--- src/rtl/flag_gate_pkg.sv ---
// flag_gate_pkg
// Constants and helpers used by the flag gate array and its per-channel lanes.
//   EV_W       : width of each per-channel arm-event counter
//   hold_cnt_w : width of the hold-window counter for a given HOLD length
package flag_gate_pkg;

    localparam int EV_W = 8;

    // A zero-length hold still needs a 1-bit vector to declare; that bit
    // is tied to zero inside the lane.
    function automatic int hold_cnt_w(input int hold);
        if (hold < 1) begin
            return 1;
        end
        return $clog2(hold + 1);
    endfunction

endpackage

--- src/rtl/flag_gate_lane.sv ---
// flag_gate_lane
// One channel of the flag gate array: inverts its input slice, forms the
// masked reduce-OR term, and gates it with a registered arm flag plus a
// post-disarm hold window. Also counts arm rising edges (saturating).
// Ports:
//   clk_i     : clock, all state updates on the rising edge
//   srst_i    : synchronous active-high reset
//   slice_i   : W-bit input slice for this channel
//   en_i      : arm-update enable
//   clr_i     : synchronous clear of the arm flag (does not touch the counter)
//   flag_o    : gated flag output
//   ev_cnt_o  : saturating count of arm rising edges
module flag_gate_lane
    import flag_gate_pkg::*;
#(
    parameter int             W      = 2,
    parameter logic [W-1:0]   MASK   = '0,
    parameter int             HOLD   = 3,
    parameter int             STICKY = 0
) (
    input  logic              clk_i,
    input  logic              srst_i,
    input  logic [W-1:0]      slice_i,
    input  logic              en_i,
    input  logic              clr_i,
    output logic              flag_o,
    output logic [EV_W-1:0]   ev_cnt_o
);

    localparam int            HW     = hold_cnt_w(HOLD);
    localparam logic [HW-1:0] HOLD_V = HW'(HOLD);

    logic [W-1:0]    inv;
    logic            comb;
    logic            arm_q,  arm_d;
    logic [HW-1:0]   hold_q, hold_d;
    logic [EV_W-1:0] ev_q,   ev_d;

    assign inv  = ~slice_i;
    assign comb = |(inv | MASK);

    // Arm flag: clear beats enable; sticky mode only ever sets bits.
    always_comb begin
        arm_d = arm_q;
        if (clr_i) begin
            arm_d = 1'b0;
        end else if (en_i) begin
            if (STICKY != 0) begin
                arm_d = arm_q | inv[0];
            end else begin
                arm_d = inv[0];
            end
        end
    end

    // Hold window: reloaded every armed cycle, so it starts counting down
    // from HOLD in the first cycle after the arm flag drops.
    always_comb begin
        hold_d = hold_q;
        if (HOLD == 0) begin
            hold_d = '0;
        end else if (arm_q) begin
            hold_d = HOLD_V;
        end else if (hold_q != '0) begin
            hold_d = hold_q - 1'b1;
        end
    end

    // Rising edge of the arm flag, saturating at all-ones.
    always_comb begin
        ev_d = ev_q;
        if (arm_d && !arm_q && (ev_q != '1)) begin
            ev_d = ev_q + 1'b1;
        end
    end

    always_ff @(posedge clk_i) begin
        if (srst_i) begin
            arm_q  <= 1'b0;
            hold_q <= '0;
            ev_q   <= '0;
        end else begin
            arm_q  <= arm_d;
            hold_q <= hold_d;
            ev_q   <= ev_d;
        end
    end

    assign flag_o   = (arm_q || (hold_q != '0)) ? 1'b0 : comb;
    assign ev_cnt_o = ev_q;

endmodule

--- src/rtl/flag_gate_array.sv ---
// flag_gate_array
// CH independent gated-flag channels sharing a clock, reset and arm enable.
// Ports:
//   clock_10 : clock, all state updates on the rising edge
//   clock_12 : synchronous active-high reset
//   in5      : CH input slices of W bits; channel c = in5[c*W +: W]
//   en       : arm-update enable shared by all channels
//   clr      : per-channel synchronous clear of the arm flag
//   out18    : gated flag per channel
//   ev_cnt   : per-channel saturating arm-event counts; channel c = ev_cnt[c*8 +: 8]
module flag_gate_array
    import flag_gate_pkg::*;
#(
    parameter int           CH     = 4,
    parameter int           W      = 2,
    parameter logic [W-1:0] MASK   = '0,
    parameter int           HOLD   = 3,
    parameter int           STICKY = 0
) (
    input  logic                 clock_10,
    input  logic                 clock_12,
    input  logic [CH*W-1:0]      in5,
    input  logic                 en,
    input  logic [CH-1:0]        clr,
    output logic [CH-1:0]        out18,
    output logic [CH*EV_W-1:0]   ev_cnt
);

    generate
        for (genvar gi = 0; gi < CH; gi++) begin : g_lane
            flag_gate_lane #(
                .W      (W),
                .MASK   (MASK),
                .HOLD   (HOLD),
                .STICKY (STICKY)
            ) u_lane (
                .clk_i    (clock_10),
                .srst_i   (clock_12),
                .slice_i  (in5[gi*W +: W]),
                .en_i     (en),
                .clr_i    (clr[gi]),
                .flag_o   (out18[gi]),
                .ev_cnt_o (ev_cnt[gi*EV_W +: EV_W])
            );
        end
    endgenerate

endmodule

--- config.mk ---
export PLATFORM = sky130hd
export DESIGN_NAME = flag_gate_array
export DESIGN_NICKNAME = d
export VERILOG_FILES = /design/src/rtl/flag_gate_pkg.sv /design/src/rtl/flag_gate_lane.sv /design/src/rtl/flag_gate_array.sv
export SDC_FILE = /design/constraint.sdc
export NUM_CORES = 1
export LEC_CHECK = 0
export ABC_AREA = 1
export CELL_PAD_IN_SITES_DETAIL_PLACEMENT = 0
export CELL_PAD_IN_SITES_GLOBAL_PLACEMENT = 2
export CORE_ASPECT_RATIO = 1.25
export CORE_MARGIN = 3
export CORE_UTILIZATION = 36
export CTS_CLUSTER_DIAMETER = 200
export DETAILED_ROUTE_END_ITERATION = 8
export DONT_BUFFER_PORTS = 1
export GPL_TIMING_DRIVEN = 0
export PLACE_DENSITY_LB_ADDON = 0.1
export SLEW_MARGIN = 30
export SYNTH_ARGS = -nofsm -noshare
export SYNTH_HDL_FRONTEND = slang
export SYNTH_HIERARCHICAL = 1
export SYNTH_SLANG_ARGS = --single-unit
--- constraint.sdc ---
create_clock -name clock_10 -period 2.3 [get_ports clock_10]
set_clock_uncertainty 0.15 [all_clocks]
set_input_delay 0.46 -clock clock_10 [delete_from_list [all_inputs] [get_ports clock_10]]
set_output_delay 0.46 -clock clock_10 [all_outputs]
set_load 0.01 [all_outputs]
==> flow_metrics.env, run 1 <==
export IMPL_fin_crit_sh_pct=86.64
export IMPL_synth_nets=451
export IMPL_tns_ps=0
export IMPL_syn_cell_area_mm2=0.002763
export IMPL_vias_per_cell=4.708
export IMPL_routabilityCongestion=0.7388
export IMPL_final_common_cell="nand2_1"
export IMPL_drt_wl_total_um=6253
export IMPL_clk_latency_ps=300
export IMPL_yosysWarnings=6
export IMPL_synthToLayoutAreaGrowth_pct=7.428
export IMPL_drtIter0Drc=91
export IMPL_dr_max_layer_used="met4"
export IMPL_path_cells="inv_1, ha_1, inv_1, a211oi_1"
export IMPL_rows=35
export IMPL_slowest_stage="a211oi_1"
export IMPL_ys_seq_area_share_pct=31.88
export IMPL_cp_start_kind="flop"
export IMPL_h_tree_depth=2
export IMPL_final_nets=458
export IMPL_cp_max_fo=3
export IMPL_cts_buffers=5
export IMPL_power_mw=1.954
export IMPL_crit_path_end_kind="primary output"
export IMPL_drc=0
export IMPL_power_switching_mw=0.6593
export IMPL_hold_viol=0
export IMPL_hold_class="input port to flop"
export IMPL_finalSetupViolations=0
export IMPL_drive_gt1_share_pct=11.47
export IMPL_clk_pin_slew_ps=90
export IMPL_power_internal_mw=1.294
export IMPL_final_util_pct=40.10
export IMPL_dr_wl_met2_um=3113
export IMPL_rsz0062_at_grt="no"
export IMPL_fp_dieH_um=103.9
export IMPL_ir_drop_mv=0.2478
export IMPL_crit_buf_inv=2
export IMPL_dpl_hpwl_um=4816
export IMPL_clkPwrFrac_pct=26.3
export IMPL_die_w_um=84.36
export IMPL_worstPathArrival_ps=1380
export IMPL_die_area_mm2=0.008768
export IMPL_fin_crit_ps=1993
export IMPL_cts_root_buffer="clkbuf_8"
export IMPL_num_antenna_cells=0
export IMPL_grt_max_degree=17
export IMPL_yosys_cell_types_count=20
export IMPL_grt_pass1_vias=2347
export IMPL_cp_top_family="compound AO/OA/AOI/OAI gates"
export IMPL_grt_pass1_wl_um=10810
export IMPL_worstSetupPathType="flop to primary output"
export IMPL_clk_path_buf_depth=2
export IMPL_ctsResizeCount=0
export IMPL_ant_nets=0
export IMPL_clock_sinks=44
export IMPL_leakage_nw=1.376
export IMPL_routedWlPerCell_um=11.84
export IMPL_worst_slew_pin_slew_ps=540.6
export IMPL_crit_top_cell="inv_1"
export IMPL_mostFrequentLayoutCells="nand2_1, inv_1, nor2_1"
export IMPL_switching_share_pct=33.75
export IMPL_cts_tree="built"
export IMPL_io_pins=51
export IMPL_cap_violations=0
export IMPL_start_util_pct=37.33
export IMPL_vias=2486
export IMPL_core_area_mm2=0.007401
export IMPL_cts_setup_buffers=0
export IMPL_combPwrFrac_pct=25.9
export IMPL_p_seq_share_pct=47.8
export IMPL_antenna_found_initial=0
export IMPL_overflow=0
export IMPL_m1WireLength_um=2740
export IMPL_slew_violations=0
export IMPL_ys_seq_elements=44
export IMPL_firstDrtPassIters=4
export IMPL_relSlewSlack_pct=63.74
export IMPL_met3WireLength_um=313
export IMPL_grt_usage_pct=14.82
export IMPL_max_freq_ghz=0.5018
export IMPL_status="finished clean"
export IMPL_syn_area_per_cell_um2=6.455
export IMPL_syn_inst=428
export IMPL_cp_required_ps=1690
export IMPL_holdWs_ps=74.55
export IMPL_pwr_density_cell_mw_per_mm2=658.3
export IMPL_io_buffers=0
export IMPL_cp_slowest_stage_delay_ps=450
export IMPL_cts_hold_buf=0
-- Yosys cell counts (all sizes together) --
| master | n | area share, % |
|---|---|---|
| nand2 | 112 | 16 |
| inv | 80 | 11 |
| nor2 | 80 | 13 |
| dfxtp | 44 | 32 |
| nand3 | 36 | 8.3 |
| o21ai | 20 | 3.6 |
| nand4 | 12 | 4.9 |
| nor3 | 12 | 2.2 |
| a21oi | 8 | 1.4 |
| ha | 8 | 3.6 |
| a211oi | 4 | 1.1 |
| buf | 4 | 0.72 |
| nand3b | 4 | 1.1 |
| xnor2 | 4 | 1.3 |
-- path summary, 6_finish.rpt --
check | from | end | slack [ps] | cells after the start
hold reg to reg | g_lane[3].u_lane/hold_q[0] | g_lane[3].u_lane/hold_q[0] | 380 | 3
hold / removal | clr[2] | g_lane[2].u_lane/arm_q | 70 | 1
setup reg to reg | g_lane[1].u_lane/ev_cnt_o[1] | g_lane[1].u_lane/ev_cnt_o[0] | 750 | 8
setup / recovery | g_lane[0].u_lane/hold_q[0] | out18[0] | 310 | 4
-- final cells by class --
type,instances,area [µm²]
buffer,4,20.02
clock buffer,8,90.09
fill,798,4433
inverter,80,300.3
multi-input combinational,300,1562
sequential,44,880.8
tap,92,115.1
-- flip-flops by register name, summed over array words and instances (netlist names) --
| register | count |
|---|---|
| g_lane.u_lane/ev_cnt_o | 32 |
| g_lane.u_lane/hold_q | 8 |
| g_lane.u_lane/arm_q | 4 |
-- metrics by stage --
stage	cells	setup slack [ps]	cell area (µm²)
floorplan	428	802.0	2763
detailed placement	520	595.3	2878
global route	528	199.7	2968
CTS	528	255.8	2968
global placement	520	607.0	2878
finish	528	307.3	2968
-- power groups by stage --
stage | combinational [mW] | sequential [mW] | clock [mW]
after floorplan | 0.419 | 0.937 | 0
after global placement | 0.495 | 0.952 | 0
after detailed placement | 0.508 | 0.955 | 0
after CTS | 0.511 | 0.936 | 0.544
after global routing | 0.606 | 0.947 | 0.577
final | 0.505 | 0.934 | 0.515
-- per-layer routing --
layer  vias up  global-route usage, %
li1       1343                      -
met1      1097                  17.21
met2        39                  26.30
met3         7                  4.041
met4         0                  4.412
met5         -                      0
-- logic make-up (layout without fill, tap and decap cells) --
kind of cell	count (synthesis)	after routing	share of synthesized area, %
and+or+nand+nor	256	256	45.47
buffers and inverters	84	92	11.59
DFF	44	44	31.88
AOI/OAI and AO/OA	32	32	6.160
adders and majority gates	8	8	3.623
xor gates and xnor gates	4	4	1.268
No activity file was read; power rests on OpenSTA's default activity.
==> inputs of run 2 (changes only) <==
- clock period: 2.3 -> 2.4 ns (I/O delays scaled with it)
==> results of run 2 <==
Same layout as run 1 (identical final DEF). Status: finished clean.
Main changes from that run: setup slack after placement 595.3 ps -> 675.3 ps; setup slack after layout 307.3 ps -> 387.3 ps; hold slack 74.55 ps -> 94.55 ps; register-to-register setup slack 750 ps -> 850 ps; total power 1.954 mW -> 1.872 mW; worst IR drop on VDD 0.2478 mV -> 0.2374 mV
==> inputs of run 3 (changes only) <==
- CORE_UTILIZATION: 36 -> 34
- clock period: 2.4 -> 2.01 ns (I/O delays scaled with it)
==> run 3 against run 2 <==
Worst hold slack got worse by 78 ps; critical path depth unchanged; critical path type unchanged; die area increased by 5.5%; via count increased by 1.3%.
==> flow_metrics.env, run 3 (synthesis gave the netlist of run 1 again) <==
export IMPL_die_w_um=86.63
export IMPL_ctsResizeCount=0
export IMPL_largest_reg_flops=32
export IMPL_firstDrtPassIters=4
export IMPL_drive_gt1_share_pct=11.42
export IMPL_overflow=0
export IMPL_placed_area_mm2=0.002882
export IMPL_start_util_pct=35.25
export IMPL_io_pins=51
export IMPL_drtIter0Drc=70
export IMPL_cp_start_kind="flop"
export IMPL_routabilityCongestion=0.7875
export IMPL_power_mw=2.331
export IMPL_core_area_mm2=0.007838
export IMPL_worst_slew_pin_slew_ps=427.5
export IMPL_worstSetupPathType="flop to primary output"
export IMPL_cp_slowest_stage_delay_ps=370
export IMPL_switching_share_pct=32.91
export IMPL_routedWlPerCell_um=12.46
export IMPL_fin_crit_sh_pct=93.75
export IMPL_ir_drop_mv=0.4527
export IMPL_combPwrFrac_pct=25.1
export IMPL_final_common_cell="nand2_1"
export IMPL_holdWs_ps=16.08
export IMPL_hold_viol=0
export IMPL_crit_buf_inv=2
export IMPL_clk_pin_slew_ps=90
export IMPL_grt_max_degree=15
export IMPL_io_buffers=0
export IMPL_clk_latency_ps=290
export IMPL_p_seq_share_pct=46.0
export IMPL_pwr_density_cell_mw_per_mm2=771.8
export IMPL_cp_top_family="compound AO/OA/AOI/OAI gates"
export IMPL_cts_setup_buffers=0
export IMPL_worstPathArrival_ps=1330
export IMPL_final_util_pct=38.54
export IMPL_leakage_nw=1.398
export IMPL_power_internal_mw=1.564
export IMPL_rsz0062_at_grt="no"
export IMPL_die_area_mm2=0.009250
export IMPL_grt_pass1_vias=2391
export IMPL_dpl_hpwl_um=4795
export IMPL_finalSetupViolations=0
export IMPL_drc=0
export IMPL_finalInstanceArea_mm2=0.003020
export IMPL_synthToLayoutAreaGrowth_pct=9.330
export IMPL_drt_wl_total_um=6641
export IMPL_rows=36
export IMPL_cp_required_ps=1460
export IMPL_ant_nets=0
export IMPL_clock_sinks=44
export IMPL_fp_dieH_um=106.8
export IMPL_path_cells="inv_1, ha_1, inv_1, a211oi_1"
export IMPL_status="finished clean"
export IMPL_fin_crit_ps=1884
export IMPL_vias_per_cell=4.726
export IMPL_mostFrequentLayoutCells="nand2_1, inv_1, nor2_1"
export IMPL_num_antenna_cells=0
export IMPL_grt_pass1_wl_um=11070
export IMPL_slew_violations=0
export IMPL_crit_path_end_kind="primary output"
export IMPL_cts_root_buffer="clkbuf_8"
export IMPL_clk_path_buf_depth=2
export IMPL_hold_class="input port to flop"
export IMPL_cts_tree="built"
export IMPL_grt_usage_pct=14.94
export IMPL_cp_max_fo=3
export IMPL_crit_top_cell="inv_1"
export IMPL_antenna_found_initial=0
export IMPL_cts_hold_buf=2
export IMPL_max_freq_ghz=0.5307
export IMPL_vias=2519
export IMPL_h_tree_depth=2
export IMPL_clkPwrFrac_pct=28.9
export IMPL_cts_buffers=5
export IMPL_power_switching_mw=0.7672
export IMPL_slowest_stage="a211oi_1"
export IMPL_relSlewSlack_pct=71.33
export IMPL_fillerInstances=873
export IMPL_cap_violations=0
export IMPL_tns_ps=0
export IMPL_final_nets=462
## run 3: cell types whose count changed in the layout (fill, tap and decap cells not counted), sizes merged
cell / before / now
bufinv: 0 / 1
clkbuf: 8 / 5
dlygate4sd3: 0 / 4
## run 3: power groups by stage
| stage | clock network, mW | logic (mW) | registers, mW |
|---|---|---|---|
| after floorplan | 0 | 0.479 | 1.07 |
| final | 0.674 | 0.584 | 1.07 |
| after global routing | 0.756 | 0.690 | 1.09 |
| after detailed placement | 0 | 0.579 | 1.10 |
| after global placement | 0 | 0.570 | 1.09 |
| after CTS | 0.716 | 0.585 | 1.08 |
## run 3: cell type report
class	instances	area [µm²]	area share (%)
Multi-Input combinational cell	300	1562	51.70
Sequential cell	44	880.8	29.16
Inverter	80	300.3	9.942
Buffer	4	20.02	0.6628
Tap cell	95	118.9	3.935
Clock inverter	1	30.03	0.9942
Clock buffer	5	68.82	2.278
Timing Repair Buffer	4	40.04	1.326
## run 3: metal layers
layer | GRT usage [%] | routed length (µm)
met1 | 17.94 | 2917
met2 | 25.93 | 3315
met3 | 3.151 | 300
met4 | 5.345 | 108
met5 | 0 | 0
## run 3: worst paths after layout
check,from,to,slack (ps),cells past startpoint
max,g_lane[2].u_lane/hold_q[0],out18[2],130,4
min,clr[1],g_lane[1].u_lane/arm_q,20,1
max reg2reg,g_lane[0].u_lane/ev_cnt_o[1],g_lane[0].u_lane/ev_cnt_o[0],460,8
min reg2reg,g_lane[3].u_lane/hold_q[0],g_lane[3].u_lane/hold_q[0],380,2
## run 3: metrics by stage
step                      std cells  setup WS [ps]
after global placement          523          453.5
after floorplan                 428          570.0
after global routing            533          36.59
after CTS                       531          116.5
final                           533          125.6
after detailed placement        523          456.7
